<file path="src/rtl/tmds_decoder.sv">
// TMDS receive decoder for one DVI channel: finds the symbol boundary from
// control tokens in the deserialized stream, then decodes video data and control codes.
module tmds_decoder #(
   parameter int LOCK_TOKENS    = 8,
   parameter int SEARCH_TIMEOUT = 2048,
   parameter int LOSS_TIMEOUT   = 1048576
) (
   input  logic       pixclk,
   input  logic       reset,
   input  logic [9:0] raw_in,
   output logic [7:0] data,
   output logic [1:0] ctrl,
   output logic       vde,
   output logic       locked,
   output logic [3:0] offset
);

   localparam int TOK_W   = (LOCK_TOKENS > 1) ? $clog2(LOCK_TOKENS) : 1;
   localparam int TMO_MAX = (SEARCH_TIMEOUT > LOSS_TIMEOUT) ? SEARCH_TIMEOUT : LOSS_TIMEOUT;
   localparam int TMO_W   = (TMO_MAX > 1) ? $clog2(TMO_MAX) : 1;

   localparam logic [TOK_W-1:0] TOK_LAST    = TOK_W'(LOCK_TOKENS - 1);
   localparam logic [TMO_W-1:0] SEARCH_LAST = TMO_W'(SEARCH_TIMEOUT - 1);
   localparam logic [TMO_W-1:0] LOSS_LAST   = TMO_W'(LOSS_TIMEOUT - 1);

   typedef enum logic {
      SEARCH = 1'b0,
      LOCKED = 1'b1
   } state_t;

   state_t           state;
   logic [9:0]       raw_q;
   logic [9:0]       raw_qq;
   logic [19:0]      window;
   logic [9:0]       sym;
   logic             is_tok;
   logic [1:0]       tok_code;
   logic [7:0]       q;
   logic [7:0]       d;
   logic [TOK_W-1:0] tok_cnt;
   logic [TMO_W-1:0] tmo_cnt;

   always_ff @(posedge pixclk) begin
      if (reset) begin
         raw_q  <= 10'h000;
         raw_qq <= 10'h000;
      end else begin
         raw_q  <= raw_in;
         raw_qq <= raw_q;
      end
   end

   // Older word sits in the low half, so bit 0 of the window is the earliest bit.
   assign window = {raw_q, raw_qq};

   always_comb begin
      sym = window[9:0];
      case (offset)
         4'd1:    sym = window[10:1];
         4'd2:    sym = window[11:2];
         4'd3:    sym = window[12:3];
         4'd4:    sym = window[13:4];
         4'd5:    sym = window[14:5];
         4'd6:    sym = window[15:6];
         4'd7:    sym = window[16:7];
         4'd8:    sym = window[17:8];
         4'd9:    sym = window[18:9];
         default: sym = window[9:0];
      endcase
   end

   always_comb begin
      is_tok   = 1'b1;
      tok_code = 2'b00;
      case (sym)
         10'h354: tok_code = 2'b00;
         10'h0AB: tok_code = 2'b01;
         10'h154: tok_code = 2'b10;
         10'h2AB: tok_code = 2'b11;
         default: is_tok   = 1'b0;
      endcase
   end

   // Undo the optional inversion (bit 9), then the XOR/XNOR chain selected by bit 8.
   always_comb begin
      q    = sym[9] ? ~sym[7:0] : sym[7:0];
      d    = 8'h00;
      d[0] = q[0];
      for (int i = 1; i < 8; i++) begin
         d[i] = sym[8] ? (q[i] ^ q[i-1]) : ~(q[i] ^ q[i-1]);
      end
   end

   always_ff @(posedge pixclk) begin
      if (reset) begin
         data <= 8'h00;
         ctrl <= 2'b00;
         vde  <= 1'b0;
      end else if (is_tok) begin
         ctrl <= tok_code;
         vde  <= 1'b0;
         data <= 8'h00;
      end else begin
         vde  <= (state == LOCKED);
         data <= (state == LOCKED) ? d : 8'h00;
      end
   end

   always_ff @(posedge pixclk) begin
      if (reset) begin
         state   <= SEARCH;
         locked  <= 1'b0;
         offset  <= 4'd0;
         tok_cnt <= '0;
         tmo_cnt <= '0;
      end else begin
         case (state)
            SEARCH: begin
               if (is_tok && (tok_cnt == TOK_LAST)) begin
                  state   <= LOCKED;
                  locked  <= 1'b1;
                  tok_cnt <= '0;
                  tmo_cnt <= '0;
               end else if (tmo_cnt == SEARCH_LAST) begin
                  offset  <= (offset == 4'd9) ? 4'd0 : offset + 4'd1;
                  tok_cnt <= '0;
                  tmo_cnt <= '0;
               end else begin
                  tok_cnt <= is_tok ? tok_cnt + TOK_W'(1) : '0;
                  tmo_cnt <= tmo_cnt + TMO_W'(1);
               end
            end
            LOCKED: begin
               // tmo_cnt doubles as the loss timer; any token restarts it.
               if (is_tok) begin
                  tmo_cnt <= '0;
               end else if (tmo_cnt == LOSS_LAST) begin
                  state   <= SEARCH;
                  locked  <= 1'b0;
                  tok_cnt <= '0;
                  tmo_cnt <= '0;
               end else begin
                  tmo_cnt <= tmo_cnt + TMO_W'(1);
               end
            end
            default: begin
               state  <= SEARCH;
               locked <= 1'b0;
            end
         endcase
      end
   end

endmodule

</file>
<file path="config.mk">
export PLATFORM = sky130hd
export DESIGN_NAME = tmds_decoder
export DESIGN_NICKNAME = d
export VERILOG_FILES = /design/src/rtl/tmds_decoder.sv
export SDC_FILE = /design/constraint.sdc
export NUM_CORES = 1
export LEC_CHECK = 0
export ABC_CLOCK_PERIOD_IN_PS = 4200
export BUFFER_PORTS_ARGS = -buffer_cell sky130_fd_sc_hd__buf_2
export CAP_MARGIN = 20
export CORE_MARGIN = 2
export CORE_UTILIZATION = 60
export DETAILED_ROUTE_END_ITERATION = 10
export PLACE_DENSITY = 0.84
export SYNTH_ARGS = -nofsm -noshare
export SYNTH_HDL_FRONTEND = slang
export SYNTH_SLANG_ARGS = --single-unit
</file>
<file path="constraint.sdc">
create_clock -name pixclk -period 4.2 [get_ports pixclk]
set_input_delay 0.42 -clock pixclk [delete_from_list [all_inputs] [get_ports pixclk]]
set_output_delay 0.42 -clock pixclk [all_outputs]
set_load 0.01 [all_outputs]
</file>
; ---- Word-level counts from Yosys, hierarchy flattened
; Index checks and enable logic that the tools add are counted.
[word_totals]
in_bits = 12
output_inout_bits = 16
elab_cells = 87
reg_bits = 60
[classes]
bitwise = 17
n_reduce_logical = 7
n_eq_ne = 19
mux = 31
n_addsub = 3
[ops]
columns = operator, n
row1 = 10-bit one-hot mux with 9 select lines, 1
row2 = 20-bit two-way mux, 4
row3 = 20-bit one-hot mux with 2 select lines, 1
row4 = "20-bit by 1-bit adder with 20-bit output, second input constant", 1
row5 = "10-bit == test, second input constant", 2
row6 = "20-bit by 11-bit == test with 1-bit output, second input constant", 1
row7 = "20-bit == test, second input constant", 1
row8 = "4-bit by 3-bit == test with 1-bit output, second input constant", 4
row9 = 3-bit two-way mux, 5
row10 = 1-bit two-way mux, 14
row11 = "10-bit by 8-bit == test with 1-bit output, second input constant", 1
row12 = "10-bit by 9-bit == test with 1-bit output, second input constant", 1
row13 = 1-bit NOT, 9
row14 = "4-bit by 2-bit == test with 1-bit output, second input constant", 2
row15 = "4-bit == test, second input constant", 2
row16 = 8-bit two-way mux, 1
row17 = 8-bit NOT, 1
row18 = 1-bit bitwise XOR, 7
row19 = 2-bit one-hot mux with 3 select lines, 1
row20 = 3-bit one-hot mux with 2 select lines, 1
row21 = 3-bit AND reduction, 2
row22 = "4-bit by 1-bit adder with 4-bit output, second input constant", 1
row23 = "4-bit by 1-bit == test with 1-bit output, second input constant", 1
row24 = 4-bit two-way mux, 1
row25 = 10 further kinds, 12

; ---- Logic depth before layout (Yosys ltp)
; Gate-level depths: netlist of run 1.
[depth]
ltp_word = 9
depth_mapped = 21
depth_no_buf = 17

; ---- Least setup slack after synthesis of run 1
; Ideal clock, no wire load.
[synth_path]
path_type = register to register
startpoint = register offset[3]
endpoint = register tmo_cnt[10]
path_buffers = 4
arrival_time_ps = 3483
t_required_ps = 4083
path_stages_with_launch = 19
period_less_slack_ps = 3601
setup_slack_ps = 599
setup_ps = 117
cell_sequence = dfxtp_1 > buf_2 > clkbuf_1 > buf_1 > nor2b_1 > a211oi_1 > a211oi_1 > o21ai_0 > o21ai_0 > o22a_1 > inv_1 > ha_1 > nand4_1 > or2_2 > a211oi_1 > a21oi_1 > a22oi_2 > buf_2 > nor2_1
[synth_between]
elab_chain_cells = 8
word_cells_on_any_way = 20
cone_classes = eq/ne: 13 / mux: 5 / reduce/logical: 2
[synth_rtl]
columns = element, line
row1 = start: declaration, 15  ; output logic [3:0] offset
row2 = start signal: assignment, 125  ; offset <= (offset == 4'd9) ? 4'd0 : offset + 4'd1;
row3 = "4-bit == test, or another cell as far along", 58  ; case (offset)
row4 = 10-bit one-hot mux with 9 select lines (*), 58
row5 = "10-bit == test, or another cell as far along", 75  ; case (sym)
row6 = 4-bit OR reduction (no source line) (*), --
row7 = 1-bit two-way mux (*), 75
row8 = 1-bit logical AND, 119  ; if (is_tok && (tok_cnt == TOK_LAST)) begin
row9 = 20-bit two-way mux, 119
row10 = 20-bit one-hot mux with 2 select lines (*), 117  ; case (state)
row11 = end signal: assignment, 130  ; tmo_cnt <= tmo_cnt + TMO_W'(1);
row12 = end signal: assignment, 143  ; tmo_cnt <= tmo_cnt + TMO_W'(1);
row13 = end: declaration, 41  ; logic [TMO_W-1:0] tmo_cnt;
; Mark *: on every way between the ends. The rest lies on a longest branch, timed or not.
; A chain may end at the register's enable or synchronous reset.

; ---- Worst setup path in the final report of run 1
[layout_path]
startpoint = register offset[2]
endpoint = register tmo_cnt[8]
; The elaborated chain is that of the path after synthesis.

==> metrics.csv, run 1 <==
metric,value,unit
fin_area,3890,um2
synth_area,3490,um2
ys_ff_latch,60,
ctsHtreeMaxLevel,3,
io_buffers,27,
hold_start,raw_in[0],
worst-path-max-fanout,22,
instances_no_fill,525,
wl_per_cell,17.1,um
gp_congestion,0.988,
rsz0062_at_grt,false,
grt_pass1_wl,14800,um
critPathMaxStageDelay,840,ps
cts_setup_buffers,0,
synthCells,428,
worstRegToRegCells,13,
async_flop_share,0,%
rows,27,
yosysWarnings,0,
tightestPinTransition,790,ps
clk_pin_slew,70,ps
initial_core_util,62.6,%
drv_cap,0,
grt_pass1_vias,3102,
synth_enable_flop_cells,0,
startpoint,offset[2],
crit_arrival,4100,ps
worstSetupPathType,reg -> reg,
synth_area_leaders,"dfxtp_1 (34%), nor2b_1 (4.8%), nor2_1 (4.6%), a21oi_1 (4.0%), ha_1 (3.9%)",
vias_per_cell,6.13,
synth_ff_type,dfxtp_1,
drc,0,
timing.rr.start,offset[2],
cts_tree,yes,
n_antenna_cell,0,
hold_path_class,in -> reg,
multiInputGateArea,2080,um2
ioPinCount,28,
relSlewSlack,47.3,%
ys_seq_area_share,34.4,%
timing.rr.end,tmo_cnt[8],
yosysTopAreaCellShare,34.4,%
grt-ovfl-total,0,
seq_area,1200,um2
grt_usage,29.9,%
max_freq,0.258,GHz
clk_path_buf_depth,2,
cts_hold_buf,0,
fin_crit_sh,92.3,%
power_density,325,nW/um2
ys_types,64,
nNetsFinal,472,
startpoint_type,flop,
cp-end-kind,flop,
coreArea,5570,um2
finalSetupViolCount,0,
required,4430,ps
cts_resized,0,
finalWirelength,8980,um
clock_skew,11.6,ps
die_area,6440,um2
clock_sink_count,60,
holdPathStages,2,
grt_antenna_before_repair,0,
finalHoldViolCount,0,
syn-num-nets,451,
leakagePower,1.53,nW
fin_tns_setup,0,ps
yosysTopAreaCell,dfxtp_1,
grt_max_degree,31,
status,completed,
cts_root_buf,clkbuf_8,
cts_buffers,9,
max-vdd-ir-drop,0.238,mV
insertion_delay,340,ps
syn_avg_cell_area,8.15,um2
postRouteAntennaNets,0,
hpwl,6260,um
drtIter0Drc,350,
cp_cell_sequence,buf_4 > nor2_1 > a21oi_1 > o211ai_1 > o32ai_1 > ha_1 > nand4_1 > or2_2 > a211oi_1 > a21oi_1 > a22oi_2 > buf_4 > nor2_1,
drive_above_1_share,13.5,%
maxSlewViolCount,0,
final.min_clock_period,3880,ps
place_area,3660,um2
placedCellCount,510,
r2r_slack,320,ps
vias,3216,
nFillCells,444,
worst_hold_slack,289,ps
cp_slowest_cell,dfxtp_1,
fp.dieW,80.2,um
areaGrowthSynthToFinish,11.6,%
die_h,80.2,um
first_pass_iters,5,
holdPathEnd,raw_q[0],
metal layers:
metal  wire [um]  track usage [%]  vias to the layer above
met4         238             12.2                        0
met5           0                0                        -
met3         803             7.30                       25
met2        4130             49.0                      168
li1            -                -                     1546
met1        3810             37.5                     1477
kinds of logic after synthesis:
logic type	count (synthesis)	synth area share (%)
compound gates	105	20.5
xor+xnor	30	7.54
fa+ha+maj	11	3.95
buf+inv	48	5.99
flops	60	34.4
mux	10	2.98
simple gates	164	24.6
through the flow:
step / worst slack [ps] / total power (W) / utilization [%]
2_1_floorplan: 599 / 0.000651 / -
3_3_place_gp: 515 / 0.000671 / 65.6
3_5_place_dp: 391 / 0.000673 / 65.6
4_1_cts: 344 / 0.00127 / 69.8
5_1_grt: 68.0 / 0.00131 / 69.8
6_report: 324 / 0.00127 / 69.8
registers in the layout, summed over array words and instances, names as in the netlist, 2 cells and up:
signal   flops
tok_cnt      3
ctrl         2
raw_q       10
tmo_cnt     20
offset       4
raw_qq      10
data         8
cells in the mapped netlist, drive strengths merged (4+ instances only):
master / count
ha: 11
a21oi: 29
and2: 6
o22ai: 5
nand3: 14
mux2i: 7
nand2: 29
xnor2: 15
nor2: 43
a22oi: 6
clkbuf: 15
dfxtp: 60
and4: 4
and3: 11
a211oi: 8
nand2b: 9
buf: 12
a31oi: 7
a21o: 4
o21ai: 16
inv: 20
xor2: 15
nand4: 4
nor2b: 28
how the worst max path moves through the flow:
stage,endpoint,slack (ps),cells after the start
after floorplan,tmo_cnt[10],600,18
after global placement,offset[1],510,13
after detailed placement,tmo_cnt[11],390,13
after CTS,tmo_cnt[8],340,13
after global routing,tmo_cnt[8],70,12
final,tmo_cnt[8],320,13
worst max-delay path: cells and delay by family, from the launching register on:
kind                     cells  cell delay, ps
AND/OR/NAND/NOR              4             640
buffers and inverters        2             560
flip-flops                   1             840
adder cells (fa/ha/maj)      1             250
AO/OA/AOI/OAI                6            1460
cells in the final DEF (no fill, tap or decap), drive strengths merged, types with 3 or more instances in the layout:
| master | netlist | final |
|---|---|---|
| xor2 | 15 | 15 |
| nand3 | 14 | 14 |
| and2 | 6 | 6 |
| nand2 | 29 | 29 |
| and3 | 11 | 11 |
| nor2 | 43 | 43 |
| a21oi | 29 | 29 |
| dfxtp | 60 | 60 |
| xnor2 | 15 | 15 |
| nand2b | 9 | 9 |
| o22ai | 5 | 5 |
| and4 | 4 | 4 |
| a22oi | 6 | 6 |
| inv | 20 | 20 |
| mux2i | 7 | 7 |
| or4 | 3 | 3 |
| nand4 | 4 | 4 |
| mux2 | 3 | 3 |
| o32ai | 3 | 3 |
| o21ai | 16 | 16 |
| clkbuf | 15 | 12 |
| buf | 12 | 37 |
| a22o | 3 | 3 |
| a211oi | 8 | 8 |
| nor2b | 28 | 28 |
| ha | 11 | 11 |
| a21o | 4 | 4 |
| a31oi | 7 | 7 |
layout make-up:
| type | instances | area share (%) |
|---|---|---|
| Multi-Input combinational cell | 320 | 53.4 |
| Sequential cell | 60 | 30.9 |
| Timing Repair Buffer | 37 | 5.40 |
| Clock buffer | 12 | 4.24 |
| Tap cell | 72 | 2.32 |
| Inverter | 21 | 2.03 |
| Clock inverter | 3 | 1.77 |
power by group:
part	total [W]	internal, W	switching (W)
registers	0.000599	0.000581	0.0000179
logic	0.0000628	0.0000301	0.0000328
clock network	0.000604	0.000381	0.000223
Note: power is estimated with default switching activity, not from simulation.
==> run 2, diff against run 1 <==
==> config.mk (replaced) <==
export PLATFORM = sky130hd
export DESIGN_NAME = tmds_decoder
export DESIGN_NICKNAME = d
export VERILOG_FILES = /design/src/rtl/tmds_decoder.sv
export SDC_FILE = /design/constraint.sdc
export NUM_CORES = 1
export LEC_CHECK = 0
export ABC_CLOCK_PERIOD_IN_PS = 4600
export BUFFER_PORTS_ARGS = -buffer_cell sky130_fd_sc_hd__buf_2
export CAP_MARGIN = 20
export CORE_MARGIN = 2
export CORE_UTILIZATION = 55
export DETAILED_ROUTE_END_ITERATION = 10
export PLACE_DENSITY_LB_ADDON = 0.12
export SYNTH_ARGS = -nofsm -noshare
export SYNTH_HDL_FRONTEND = slang
export SYNTH_SLANG_ARGS = --single-unit
==> constraint.sdc (replaced) <==
create_clock -name pixclk -period 4.6 [get_ports pixclk]
set_input_delay 0.46 -clock pixclk [delete_from_list [all_inputs] [get_ports pixclk]]
set_output_delay 0.46 -clock pixclk [all_outputs]
set_load 0.01 [all_outputs]
==> run 2 against run 1 <==
  * Clock skew increased by 0.68 ps
  * Critical path depth is 1 lower
  * Worst setup slack better by 260 ps
  * Non-clock buffer count down 2
  * Total power shrank 13%
==> metrics.csv, run 2 (synthesized netlist as in run 1, its figures left out) <==
metric,value,unit,change
status,completed,,
timing.rr.start,offset[1],,
areaGrowthSynthToFinish,10.5,%,
top_regs,"tmo_cnt: 20 flops, raw_q: 10 flops, raw_qq: 10 flops",,
layout_common_cells,"dfxtp_1 (60), nor2_1 (43), nand2_1 (29), a21oi_1 (28)",,
initial_core_util,55.9,%,-6.7 points
placedCellCount,513,,+0.59%
layout_commonest_cell,dfxtp_1,,
finalHoldViolCount,0,,unchanged
die_area,6990,um2,+8.6%
critPathMaxStageDelay,680,ps,-160 ps
seq_area,1200,um2,unchanged
die_h,83.6,um,+4.2%
drtIter0Drc,247,,-29%
clk_path_buf_depth,2,,unchanged
ctsHtreeMaxLevel,3,,unchanged
n_antenna_cell,0,,unchanged
worst-path-max-fanout,18,,-18%
dr_wl_met3,687,um,-14%
hold_path_class,in -> reg,,
startpoint,offset[1],,
pwr-share-seq,49.4,%,+2.1 points
nNetsFinal,470,,-0.42%
fin_area,3850,um2,-0.96%
rsz0062_at_grt,false,,
rows,29,,+7.4%
hpwl,5880,um,-6.1%
swShare,22.5,%,+0.82 points
io_buffers,27,,unchanged
p_total,0.00111,W,-13%
r2r_slack,580,ps,+260 ps
top_register,tmo_cnt,,
top_layer,met4,,
multiInputGateArea,2080,um2,unchanged
grt_usage,25.2,%,-4.7 points
p_int,0.000857,W,-14%
fp.dieW,83.6,um,+4.2%
power_density,287,nW/um2,-12%
clk_pin_slew,70,ps,about the same
first_pass_iters,5,,unchanged
clockPowerShare,45.5,%,-2.2 points
largest_reg_flops,20,,unchanged
ioPinCount,28,,unchanged
crit_arrival,4220,ps,+120 ps
grt_antenna_before_repair,0,,unchanged
tightestPinTransition,764,ps,-25.6 ps
finalWirelength,8370,um,-6.9%
cts_tree,yes,,
hold_start,raw_in[6],,
required,4810,ps,+380 ps
coreArea,6240,um2,+12%
startpoint_type,flop,,
finalSetupViolCount,0,,unchanged
switchingPower,0.000248,W,-9.3%
worst_hold_slack,325,ps,+36.2 ps
cts_hold_buf,0,,unchanged
drc,0,,unchanged
cp_slowest_cell,a22oi_2,,
cts_setup_buffers,0,,unchanged
clock_sink_count,60,,unchanged
relSlewSlack,49.0,%,+1.8 points
drive_above_1_share,12.9,%,-0.61 points
wl_per_cell,15.8,um,-7.4%
grt_max_degree,31,,unchanged
grt_pass1_vias,2926,,-5.7%
cp_cell_sequence,buf_4 > inv_1 > nand3_1 > a31oi_1 > o32ai_1 > ha_1 > nand4_1 > or2_2 > a211oi_1 > a21oi_1 > a22oi_2 > nor2_1,,
cts_root_buf,clkbuf_8,,
grt-ovfl-total,0,,unchanged
wl_met2,3760,um,-9.0%
gp_congestion,0.949,,-3.9%
cp-end-kind,flop,,
cts_resized,0,,unchanged
fin_tns_setup,0,ps,unchanged
insertion_delay,350,ps,about the same
worstSetupPathType,reg -> reg,,
combinationalPowerShare,5.1,%,about the same
max-vdd-ir-drop,0.213,mV,-11%
leakagePower,1.50,nW,-1.6%
postRouteAntennaNets,0,,unchanged
vias,3150,,-2.1%
vias_per_cell,5.97,,-2.6%
grt_pass1_wl,14000,um,-5.6%
wl_met1,3730,um,-2.0%
fin_crit_sh,87.3,%,-5.0 points
place_area,3650,um2,-0.24%
cts_buffers,9,,unchanged
nFillCells,583,,+31%
max_freq,0.249,GHz,-3.5%
clock_skew,12.3,ps,+0.678 ps
final.min_clock_period,4020,ps,+139 ps
instances_no_fill,528,,+0.57%
maxSlewViolCount,0,,unchanged
drv_cap,0,,unchanged
## run 2: cell types whose count changed in the layout (fill, tap and decap cells not counted)
cell | previous run | this run
clkinvlp_4 | 0 | 1
buf_4 | 10 | 8
clkinv_4 | 1 | 0
clkbuf_1 | 0 | 1
clkbuf_8 | 12 | 9
clkinv_2 | 0 | 2
## run 2: metrics by stage
step,utilization (%),worst slack [ps]
after floorplan,-,999
after global placement,58.5,689
after detailed placement,58.5,575
after CTS,61.7,591
after global routing,61.7,168
final,61.7,585
## run 2: area by class of cell
| type | instances | share of cell area, % |
|---|---|---|
| well taps | 77 | 2.50 |
| repair buffers | 35 | 5.06 |
| inverters | 21 | 2.05 |
| clock inverters | 5 | 2.01 |
| multi-input cells | 320 | 53.9 |
| clock buffers | 10 | 3.31 |
| flip-flops and latches | 60 | 31.2 |
## run 2: worst paths after layout
path	depth (start not counted)	to
min reg2reg	1	raw_qq[9]
max	12	tmo_cnt[15]
min	2	raw_q[6]
max reg2reg	12	tmo_cnt[15]
## run 2: per-layer routing
layer  vias to the layer above  track usage (%)
met2                       140             39.5
li1                       1541                -
met1                      1449             33.2
met4                         0             11.9
met3                        20             5.34
met5                         -                0
## run 2: power by group through the flow
stage,Combinational [W],Sequential [W],Clock [W]
2_1_floorplan,0.0000451,0.000549,0
3_3_place_gp,0.0000544,0.000557,0
3_5_place_dp,0.0000557,0.000557,0
4_1_cts,0.0000564,0.000545,0.000519
5_1_grt,0.0000637,0.000547,0.000535
6_report,0.0000561,0.000546,0.000503
## run 2: critical path: cells and delay by family (launching register included)
family          cells  cell delay [ps]
buf+inv             2              540
flops               1              620
compound gates      5             1750
simple gates        4              710
fa+ha+maj           1              250
==> run 3, diff against run 2 <==
--- a/config.mk
+++ b/config.mk
@@ -8,6 +8,7 @@
 export ABC_CLOCK_PERIOD_IN_PS = 4600
 export BUFFER_PORTS_ARGS = -buffer_cell sky130_fd_sc_hd__buf_2
 export CAP_MARGIN = 20
+export CORE_ASPECT_RATIO = 1.4
 export CORE_MARGIN = 2
 export CORE_UTILIZATION = 55
 export DETAILED_ROUTE_END_ITERATION = 10
==> run 3 against run 2 <==
  * Total power shrank 5.8%
  * Clock skew is 1.7 ps lower
  * Highest routed layer unchanged
  * Flip-flop and latch count stayed put
  * Cell area shrank 0.62%
  * Global-route usage increased by 1.5 points
  * Register-to-register slack better by 50 ps
==> metrics.csv, run 3 (synthesized netlist as in run 1, its figures left out) <==
metric,value,unit,change
status,completed,,
required,4870,ps,+60 ps
initial_core_util,56.5,%,+0.66 points
clock_skew,10.5,ps,-1.75 ps
finalWirelength,8750,um,+4.6%
final.min_clock_period,3970,ps,-49.3 ps
grt_pass1_wl,14900,um,+6.4%
vias_per_cell,6.10,,+2.2%
fin_crit_sh,86.2,%,-1.1 points
cts_hold_buf,0,,unchanged
postRouteAntennaNets,0,,unchanged
hpwl,6250,um,+6.4%
die_area,7000,um2,+0.13%
fin_tns_setup,0,ps,unchanged
maxSlewViolCount,0,,unchanged
drv_cap,0,,unchanged
multiInputGateArea,2080,um2,unchanged
seq_area,1200,um2,unchanged
largest_reg_flops,20,,unchanged
rsz0062_at_grt,false,,
cp_slowest_cell,dfxtp_1,,
timing.rr.start,offset[1],,
hold_path_class,in -> reg,,
n_antenna_cell,0,,unchanged
tightestPinTransition,718,ps,-46.1 ps
place_area,3640,um2,-0.17%
finalSetupViolCount,0,,unchanged
nFillCells,553,,-5.1%
ioPinCount,28,,unchanged
critPathMaxStageDelay,790,ps,+110 ps
crit_family,compound AO/OA/AOI/OAI gates,,
gp_congestion,0.977,,+3.0%
worstRegToRegCells,15,,+3
areaGrowthSynthToFinish,9.83,%,
max-vdd-ir-drop,0.208,mV,-2.4%
finalHoldViolCount,0,,unchanged
clk_path_buf_depth,2,,unchanged
cts_root_buf,clkbuf_8,,
cts_buffers,9,,unchanged
drtIter0Drc,420,,+70%
layout_commonest_cell,dfxtp_1,,
grt_pass1_vias,3110,,+6.3%
nNetsFinal,470,,unchanged
timing.rr.end,offset[1],,
p_total,0.00104,W,-5.8%
die_h,98.2,um,+17%
drc,0,,unchanged
cts_setup_buffers,0,,unchanged
drive_above_1_share,13.3,%,+0.41 points
grt_usage,26.7,%,+1.5 points
worst-path-max-fanout,23,,+5
coreArea,6170,um2,-1.2%
insertion_delay,340,ps,about the same
cp-end-kind,flop,,
wl_per_cell,16.7,um,+5.4%
hold_start,raw_in[7],,
holdPathStages,2,,unchanged
top_register,tmo_cnt,,
r2r_slack,630,ps,+50 ps
rows,34,,+17%
leakagePower,1.50,nW,-0.31%
cp_cell_sequence,buf_4 > or2_1 > o21ai_0 > a21oi_1 > mux2i_1 > o21ai_0 > o22a_1 > inv_1 > ha_1 > nand4_1 > or2_2 > a211oi_1 > a2111o_1 > or4_1 > a21oi_1,,
grt_antenna_before_repair,0,,unchanged
fin_area,3830,um2,-0.62%
io_buffers,27,,unchanged
clock_sink_count,60,,unchanged
max_freq,0.252,GHz,+1.2%
startpoint_type,flop,,
grt_max_degree,36,,+16%
relSlewSlack,52.0,%,+3.0 points
top_regs,"tmo_cnt: 20 flops, raw_q: 10 flops, raw_qq: 10 flops",,
worstSetupPathType,reg -> reg,,
power_density,272,nW/um2,-5.2%
crit_arrival,4230,ps,about the same
vias,3194,,+1.4%
cts_tree,yes,,
ctsHtreeMaxLevel,3,,unchanged
layout_common_cells,"dfxtp_1 (60), nor2_1 (43), nand2_1 (29), a21oi_1 (28)",,
cts_resized,0,,unchanged
clk_pin_slew,70,ps,about the same
holdPathEnd,raw_q[7],,
fp.dieW,71.3,um,-15%
grt-ovfl-total,0,,unchanged
worst-path-buf-inv,2,,unchanged
first_pass_iters,4,,-1
-- run 3: cell types whose count changed in the layout (fill, tap and decap cells not counted) --
| cell | before | now |
|---|---|---|
| bufinv_16 | 2 | 0 |
| clkbuf_8 | 9 | 12 |
| clkbuf_1 | 1 | 0 |
| clkinv_2 | 2 | 3 |
-- run 3: final cells by class --
class,instances,share of cell area (%)
clock buffer,12,4.31
clock inverter,4,0.588
inverter,21,2.06
multi-input combinational,320,54.2
sequential,60,31.4
tap,72,2.35
timing repair buffer,35,5.10
-- run 3: worst register-to-register path: cells and delay by family (launching register included) --
kind / cells / cell delay (ps)
compound gates: 7 / 1500
fa+ha+maj: 1 / 170
buf+inv: 2 / 410
flops: 1 / 790
mux: 1 / 80
simple gates: 4 / 960
-- run 3: per-layer routing --
metal  vias to the layer above  share of wire, %  global-route usage (%)
li1                       1546                 -                       -
met1                      1483                41                    31.5
met2                       123                47                    43.1
met3                        42               6.4                    6.30
met4                         0               5.7                    16.5
met5                         -                 0                       0
-- run 3: how the worst max path moves through the flow --
stage / start / end / depth (start not counted)
detailed placement: offset[1] / tmo_cnt[14] / 12
CTS: offset[1] / tmo_cnt[11] / 12
floorplan: offset[3] / tmo_cnt[10] / 18
finish: offset[1] / offset[1] / 15
global placement: offset[1] / offset[1] / 12
global route: offset[1] / tmo_cnt[13] / 12
-- run 3: power breakdown --
group	switching (W)	total (W)	internal, W
sequential	0.0000162	0.000546	0.000530
clock	0.000201	0.000438	0.000237
combinational	0.0000302	0.0000572	0.0000270
-- run 3: through the flow --
step	instances	hold slack (ps)	utilization, %	setup slack, ps
floorplan	428	414	-	999
global placement	508	420	59.0	827
detailed placement	508	425	59.0	754
CTS	524	316	62.1	723
global route	524	320	62.1	293
finish	524	327	62.1	634
